$ cat src/rtl/stream_demux_ctrl.sv
// stream_demux_ctrl
//   De-interleaves the single result stream leaving the matmul core into two
//   output banks. Words alternate between banks every BURST words; each bank
//   gets its own write address counter. A bank is marked full when its last
//   address is written or when the stream ends on it. The core is
//   back-pressured while the bank currently selected is full, until the
//   downstream consumer releases it.
//
// Ports
//   clk, rst          clock, asynchronous active-high reset
//   start             pulse, begins a stream from IDLE
//   in_valid/in_ready valid/ready handshake with the core
//   in_data, in_last  streamed word and end-of-stream marker
//   wr_en[1:0]        one-hot bank write strobe (registered)
//   wr_addr0/1        per-bank write address (registered, held between writes)
//   wr_data           write data shared by both banks (registered)
//   bank_full[1:0]    bank holds a complete or final-partial block
//   bank_release[1:0] downstream pulse freeing a bank
//   busy              stream in progress (STREAM or STALL)
module stream_demux_ctrl #(
  parameter int DATA_W = 16,
  parameter int BURST  = 2,
  parameter int DEPTH  = 8,
  parameter int ADDR_W = $clog2(DEPTH)
) (
  input  logic              clk,
  input  logic              rst,
  input  logic              start,
  input  logic              in_valid,
  input  logic [DATA_W-1:0] in_data,
  input  logic              in_last,
  output logic              in_ready,
  output logic [1:0]        wr_en,
  output logic [ADDR_W-1:0] wr_addr0,
  output logic [ADDR_W-1:0] wr_addr1,
  output logic [DATA_W-1:0] wr_data,
  output logic [1:0]        bank_full,
  input  logic [1:0]        bank_release,
  output logic              busy
);

  localparam int                BC_W      = (BURST > 1) ? $clog2(BURST) : 1;
  localparam logic [ADDR_W-1:0] ADDR_MAX  = ADDR_W'(DEPTH - 1);
  localparam logic [BC_W-1:0]   BURST_MAX = BC_W'(BURST - 1);

  typedef enum logic [1:0] {IDLE, STREAM, STALL} state_e;

  state_e                 state_q;
  logic                   sel_q;
  logic [BC_W-1:0]        burst_q;
  logic [1:0][ADDR_W-1:0] addr_q;
  logic [1:0]             wr_en_q;
  logic [ADDR_W-1:0]      wr_addr0_q, wr_addr1_q;
  logic [DATA_W-1:0]      wr_data_q;
  logic [1:0]             full_q, full_d, full_set;
  logic [ADDR_W-1:0]      cur_addr;
  logic                   xfer;

  assign cur_addr = addr_q[sel_q];
  assign in_ready = (state_q == STREAM) && !full_q[sel_q];
  assign xfer     = in_valid && in_ready;

  // A set in the same cycle as a release wins, so a bank cannot be freed
  // before its final write has been recorded.
  always_comb begin
    full_set = 2'b00;
    if (xfer && (in_last || cur_addr == ADDR_MAX)) full_set[sel_q] = 1'b1;
    full_d = (full_q & ~bank_release) | full_set;
  end

  always_ff @(posedge clk or posedge rst) begin
    if (rst) begin
      state_q    <= IDLE;
      sel_q      <= 1'b0;
      burst_q    <= '0;
      addr_q     <= '0;
      wr_en_q    <= 2'b00;
      wr_addr0_q <= '0;
      wr_addr1_q <= '0;
      wr_data_q  <= '0;
      full_q     <= 2'b00;
    end else begin
      full_q  <= full_d;
      wr_en_q <= 2'b00;
      if (xfer) begin
        wr_en_q   <= sel_q ? 2'b10 : 2'b01;
        wr_data_q <= in_data;
        if (sel_q) wr_addr1_q <= cur_addr;
        else       wr_addr0_q <= cur_addr;
      end
      case (state_q)
        IDLE: if (start) begin
          state_q <= STREAM;
          sel_q   <= 1'b0;
          burst_q <= '0;
          addr_q  <= '0;
        end
        STREAM: begin
          if (xfer) begin
            if (in_last) begin
              state_q <= IDLE;
              sel_q   <= 1'b0;
              burst_q <= '0;
              addr_q  <= '0;
            end else begin
              addr_q[sel_q] <= (cur_addr == ADDR_MAX) ? '0 : cur_addr + ADDR_W'(1);
              if (burst_q == BURST_MAX) begin
                burst_q <= '0;
                sel_q   <= ~sel_q;
              end else begin
                burst_q <= burst_q + BC_W'(1);
              end
            end
          end else if (full_q[sel_q]) begin
            state_q <= STALL;
          end
        end
        // Resume only once the selected bank has been seen empty for a cycle.
        STALL: if (!full_q[sel_q]) state_q <= STREAM;
        default: state_q <= IDLE;
      endcase
    end
  end

  assign wr_en     = wr_en_q;
  assign wr_addr0  = wr_addr0_q;
  assign wr_addr1  = wr_addr1_q;
  assign wr_data   = wr_data_q;
  assign bank_full = full_q;
  assign busy      = (state_q != IDLE);

endmodule

$ cat config.mk
export PLATFORM = sky130hd
export DESIGN_NAME = stream_demux_ctrl
export DESIGN_NICKNAME = d
export VERILOG_FILES = /design/src/rtl/stream_demux_ctrl.sv
export SDC_FILE = /design/constraint.sdc
export NUM_CORES = 1
export LEC_CHECK = 0
export ABC_AREA = 0
export CAP_MARGIN = 0
export CORE_MARGIN = 3
export CORE_UTILIZATION = 41
export CTS_CLUSTER_SIZE = 10
export DETAILED_ROUTE_END_ITERATION = 8
export MAX_ROUTING_LAYER = met4
export PLACE_DENSITY = 0.81
export SLEW_MARGIN = 5
export SYNTH_ARGS = -nofsm -noshare
export SYNTH_HDL_FRONTEND = slang
export SYNTH_SLANG_ARGS = --single-unit
$ cat constraint.sdc
create_clock -name clk -period 2.1 [get_ports clk]
set_clock_uncertainty 0.2 [all_clocks]
set_input_delay 0.525 -clock clk [delete_from_list [all_inputs] [get_ports clk]]
set_output_delay 0.525 -clock clk [all_outputs]
set_load 0.05 [all_outputs]
==> results of run 1 <==
## cells by family after synthesis
logic type                 Yosys count  share of synthesized area [%]
AOI/OAI and AO/OA                   22                          9.387
adders and majority gates            2                          1.591
buffers and inverters               11                          3.182
DFF                                 36                          57.28
muxes                               24                          17.42
and+or+nand+nor                     25                          11.14
## worst paths after layout
kind / start / endpoint / slack, ns / cells past startpoint
max in group asynchronous: rst / sel_q / 0.87 / 3
hold reg to reg: wr_data[6] / wr_data[6] / 0.29 / 1
setup / recovery: sel_q / in_ready / 0.05 / 3
setup reg to reg: sel_q / wr_data[1] / 0.16 / 4
min in group asynchronous: rst / wr_data[5] / 0.33 / 2
hold / removal: wr_data[6] / wr_data[6] / 0.29 / 1
## final cells by class
cell class                 count  area [µm²]
clock buffer                   5       68.82
clock inverter                 3       42.54
fill                         283        1256
inverter                       7       26.28
multi-input combinational     73       629.4
sequential                    36       902.1
tap                           46       57.56
timing repair buffer          61       538.0
## report_power, final
part | internal [mW] | switching, mW | total [mW] | leakage (nW)
clock | 0.351 | 0.242 | 0.593 | 0.0541
sequential | 0.965 | 0.209 | 1.17 | 0.457
combinational | 0.790 | 1.30 | 2.09 | 0.547
total | 2.11 | 1.75 | 3.86 | 1.06
## routing by layer
layer  routed length, µm  vias up  GRT usage, %  share of wire, %
li1                    -      560             -                 -
met1                1530      580         22.68                45
met2                1592       43         26.47                47
met3                 217        7         5.419               6.4
met4                  58        0         7.444               1.7
met5                   0        -             -                 0
## registers in the layout, indices dropped and copies added (netlist names)
name / flops
burst_q: 1
wr_data: 16
wr_addr1: 3
addr_q: 6
state_q: 2
sel_q: 1
wr_addr0: 3
wr_en: 2
bank_full: 2
## cells in the mapped netlist (2+ instances only)
cell type	instances
dfrtp_1	36
a32oi_1	4
o21a_1	2
and3b_1	2
nor2_1	3
clkbuf_1	2
nor3b_1	2
mux2_2	14
o21ai_0	7
nand2_1	3
ha_1	2
inv_1	7
mux2_1	9
nor2b_1	4
nand2b_1	2
a21oi_1	3
## repair_timing
action	in CTS	in global routing
setup buffers	1	1
endpoints found under the setup margin	1	1
pin swaps	0	1
resized for setup	1	0
cloned	0	0
==> results.py, run 1 <==
metrics = {
    "grt": {
        "grt_pass1_vias": 1218,
        "grt_use_total_pct": 17.83,
        "grt_overflow": 0,
        "grt_pass1_wl_mm": 5.747,
        "antenna_found_initial": 0,
        "grt_max_degree": 28,
    },
    "routing": {
        "drc": 0,
        "postRouteAntennaNets": 0,
        "wl_per_cell_um": 14.71,
        "drt-initial-drc-count": 45,
        "num_vias": 1190,
        "firstDrtPassIters": 4,
        "drt_wl_total_mm": 3.398,
        "vias_per_cell": 5.152,
    },
    "critical_path": {
        "cp_slowest_cell": "dfrtp_2",
        "critPathMaxFanout": 6,
        "critPathTopFamily": "flip-flops",
        "critPathMaxStageDelay_ns": 0.46,
        "arrival_ns": 1.32,
        "startpoint_type": "flop",
        "end_kind": "primary output",
        "path_buf_inv": 1,
        "required_ns": 1.37,
        "path_cells": "mux2_4 -> nor2_4 -> buf_12",
        "criticalPathCategory": "flop to primary output",
    },
    "clocking": {
        "holdBufCountCts": 0,
        "cts_sinks": 36,
        "cts.path.max_buffers": 2,
        "tritoncts": "built",
        "clkLatencyLatePin_ns": 0.29,
        "clk_pin_slew_ns": 0.07,
        "cts-root-buf": "clkbuf_8",
        "numCtsBuffers": 5,
        "cts_max_level": 2,
    },
    "die": {
        "start_util_pct": 44.67,
        "dieArea_um2": 4615,
        "io_pins": 51,
        "die_y_um": 67.94,
        "die_w_um": 67.94,
        "core_area_um2": 3521,
        "row_count": 21,
    },
    "place": {
        "dp_slack_ns": -0.1399,
        "dp_hpwl_mm": 2.586,
        "numPortBuffers": 50,
        "gp_congestion": 0.8496,
        "dp_cells": 221,
        "post_dp_cell_area_um2": 2137,
    },
    "status": {
        "outcome": "finished, final reports clean",
    },
    "logic_synthesis": {
        "yosys.cell_types.count": 34,
        "synthArstFlopShare_pct": 100.0,
        "synth_edf_count": 0,
        "syn_area_um2": 1573,
        "ys.warnings.count": 0,
        "seq_area_frac_synth_pct": 57.28,
        "synthCells": 120,
        "synth_top_area_share_pct": 57.28,
        "postSynthAreaPerCell_um2": 13.11,
        "synth_area_leader_cell": "dfrtp_1",
        "synth_fp_nets": 145,
        "synthTopCellsByArea": "dfrtp_1, mux2_2, mux2_1, a32oi_1, o21ai_0",
        "ys_ff_latch": 36,
        "synth_top_flop_cell": "dfrtp_1",
    },
    "sta": {
        "hold_viol_final": 0,
        "rsz0062_at_grt": "yes",
        "fin_tns_setup_ns": 0,
        "timing.final.crit_share_pct": 97.61,
        "period_needed_ns": 2.050,
        "relSlewSlack_pct": 72.15,
        "worst_slack_ns": 0.05011,
        "whs_ns": 0.2902,
        "setup_viol": 0,
        "maxSlewViolCount": 0,
        "max_freq_ghz": 0.4878,
        "worst_slew_pin_slew_ns": 0.4173,
    },
    "pwr": {
        "total_power_mw": 3.857,
        "leakage_nw": 1.058,
        "p_per_area_nw_per_um2": 1703,
        "vdd_drop_max_mv": 1.154,
    },
    "finish": {
        "mostFrequentLayoutCells": "buf_4, dfrtp_1, clkdlybuf4s50_1, mux2_2, mux2_1",
        "layout.nets": 209,
        "instances_no_fill": 231,
        "drive_above_1_share_pct": 36.76,
        "diodes": 0,
        "area_delta_synth_final_pct": 43.99,
        "final_area_um2": 2265,
        "final_common_cell": "buf_4",
        "post-route-util_pct": 64.32,
    },
    "min_path": {
        "min_path_type": "flop to flop",
    },
    "flow_run": {
        "cap_viol_max_count": 0,
    },
}
Power figures use the tool's default switching activity.
==> run 2, diff against run 1 <==
--- a/config.mk
+++ b/config.mk
@@ -11,6 +11,7 @@
 export CORE_UTILIZATION = 41
 export CTS_CLUSTER_SIZE = 10
 export DETAILED_ROUTE_END_ITERATION = 8
+export HOLD_SLACK_MARGIN = 0.15
 export MAX_ROUTING_LAYER = met4
 export PLACE_DENSITY = 0.81
 export SLEW_MARGIN = 5
==> results of run 2 <==
The final DEF is identical to that of run 1; final timing and power are the same.
==> run 3, diff against run 2 <==
--- a/config.mk
+++ b/config.mk
@@ -8,12 +8,13 @@
 export ABC_AREA = 0
 export CAP_MARGIN = 0
 export CORE_MARGIN = 3
-export CORE_UTILIZATION = 41
+export CORE_UTILIZATION = 43
+export CTS_BUF_LIST = sky130_fd_sc_hd__clkbuf_8
 export CTS_CLUSTER_SIZE = 10
 export DETAILED_ROUTE_END_ITERATION = 8
 export HOLD_SLACK_MARGIN = 0.15
 export MAX_ROUTING_LAYER = met4
-export PLACE_DENSITY = 0.81
+export PLACE_DENSITY = 0.84
 export SLEW_MARGIN = 5
 export SYNTH_ARGS = -nofsm -noshare
 export SYNTH_HDL_FRONTEND = slang
==> results.py, run 3 (synthesis results as in run 1) <==
metrics = {
    "routing": {
        "firstDrtPassIters": 4,
        "vias_per_cell": 5.107,
        "postRouteAntennaNets": 0,
        "dr.max_layer_used": "met4",
        "route.met2.wl_mm": 1.714,
        "drt_wl_total_mm": 3.509,
        "drc": 0,
        "wl_met1_mm": 1.492,
        "dr_wl_met3_um": 200,
        "num_vias": 1195,
        "wl_per_cell_um": 15.00,
        "drt-initial-drc-count": 63,
    },
    "place": {
        "gp_congestion": 0.8638,
        "numPortBuffers": 50,
        "dp_slack_ns": -0.1360,
        "dp_hpwl_mm": 2.592,
    },
    "sta": {
        "worst_slew_pin_slew_ns": 0.4399,
        "relSlewSlack_pct": 70.67,
        "maxSlewViolCount": 0,
        "rsz0062_at_grt": "no",
        "hold_viol_final": 0,
        "timing.final.crit_share_pct": 97.06,
        "max_freq_ghz": 0.4906,
        "worst_slack_ns": 0.06176,
        "period_needed_ns": 2.038,
        "setup_viol": 0,
    },
    "grt": {
        "grt_pass1_vias": 1279,
        "grt_pass1_wl_mm": 5.809,
        "antenna_found_initial": 0,
        "grt_max_degree": 37,
        "grt_use_total_pct": 18.06,
        "grt_overflow": 0,
    },
    "pwr": {
        "vdd_drop_max_mv": 0.7554,
        "p_per_area_nw_per_um2": 1705,
        "leakage_nw": 1.074,
        "total_power_mw": 3.871,
    },
    "finish": {
        "fillers": 256,
        "largest_reg_flops": 16,
        "layout.nets": 212,
        "area_delta_synth_final_pct": 44.39,
        "final_common_cell": "buf_4",
        "mostFrequentLayoutCells": "buf_4, dfrtp_1, clkdlybuf4s50_1, mux2_2, mux2_1",
        "diodes": 0,
        "drive_above_1_share_pct": 37.23,
    },
    "critical_path": {
        "end_kind": "primary output",
        "required_ns": 1.37,
        "critPathMaxFanout": 5,
        "arrival_ns": 1.31,
        "startpoint_type": "flop",
        "criticalPathCategory": "flop to primary output",
    },
    "min_path": {
        "min_path_type": "flop to flop",
    },
    "die": {
        "start_util_pct": 46.04,
        "die_w_um": 66.48,
        "core_area_um2": 3416,
        "dieArea_um2": 4419,
        "io_pins": 51,
        "row_count": 21,
        "die_y_um": 66.48,
    },
    "flow_run": {
        "cap_viol_max_count": 0,
    },
    "clocking": {
        "cts_max_level": 2,
        "cts-root-buf": "clkbuf_8",
        "clk_pin_slew_ns": 0.07,
        "tritoncts": "built",
        "clkLatencyLatePin_ns": 0.29,
        "holdBufCountCts": 0,
        "cts.path.max_buffers": 2,
        "numCtsBuffers": 5,
        "cts_sinks": 36,
    },
    "status": {
        "outcome": "finished, final reports clean",
    },
}
[run 3: cell types whose count changed in the layout (fill, tap and decap cells not counted), sizes merged]
cell      change
clkinvlp      -1
inv           +1
buf           +3
[run 3: repair_timing]
item,4_1_cts,5_1_grt
resized for setup,1,0
setup buffers,1,1
pin swaps,0,1
endpoints found under the setup margin,1,1
[run 3: worst max-delay path: stages, from the launching register on]
cell and delay [ns]:
dfrtp_2 0.44, mux2_4 0.33, nor2_4 0.10, buf_12 0.14
[run 3: power by group]
group          switching, mW  leakage (nW)  internal [mW]
clock network          0.236        0.0593          0.347
registers              0.198         0.457          0.965
logic                   1.32         0.558          0.810
[run 3: through the flow]
step / setup TNS, ns / std cells / utilization, % / hold WS (ns) / instance area, µm²
2_1_floorplan: 0 / 120 / - / 0.2768 / 1580
3_3_place_gp: -1.436 / 224 / 62.86 / 0.2717 / 2147
3_5_place_dp: -2.392 / 224 / 62.86 / 0.2773 / 2147
4_1_cts: 0 / 233 / 66.26 / 0.2963 / 2263
5_1_grt: 0 / 234 / 66.48 / 0.3142 / 2271
6_report: 0 / 234 / 66.48 / 0.2907 / 2271
[run 3: area by class of cell]
class                   instances  area [µm²]  share of cell area (%)
inverters                       7       26.28                   1.157
multi-input cells              73       629.4                   27.71
clock inverters                 3       38.79                   1.708
repair buffers                 64       548.0                   24.13
flip-flops and latches         36       902.1                   39.72
well taps                      46       57.56                   2.534
clock buffers                   5       68.82                   3.030
[run 3: worst paths after layout]
path	from	endpoint	slack [ns]	cells after the start
worst max-delay path	sel_q	in_ready	0.06	3
worst min-delay path	wr_data[12]	wr_data[12]	0.29	1
worst max register to register	sel_q	wr_data[1]	0.18	4
worst min register to register	wr_data[12]	wr_data[12]	0.29	1
max in group asynchronous	rst	sel_q	0.93	3
min in group asynchronous	rst	wr_data[2]	0.44	3
[run 3: metal layers]
metal  up-vias  global-route usage [%]
met1       576                   21.55
li1        564                       -
met5         -                       -
met3        13                   4.890
met2        42                   28.38
met4         0                   8.629
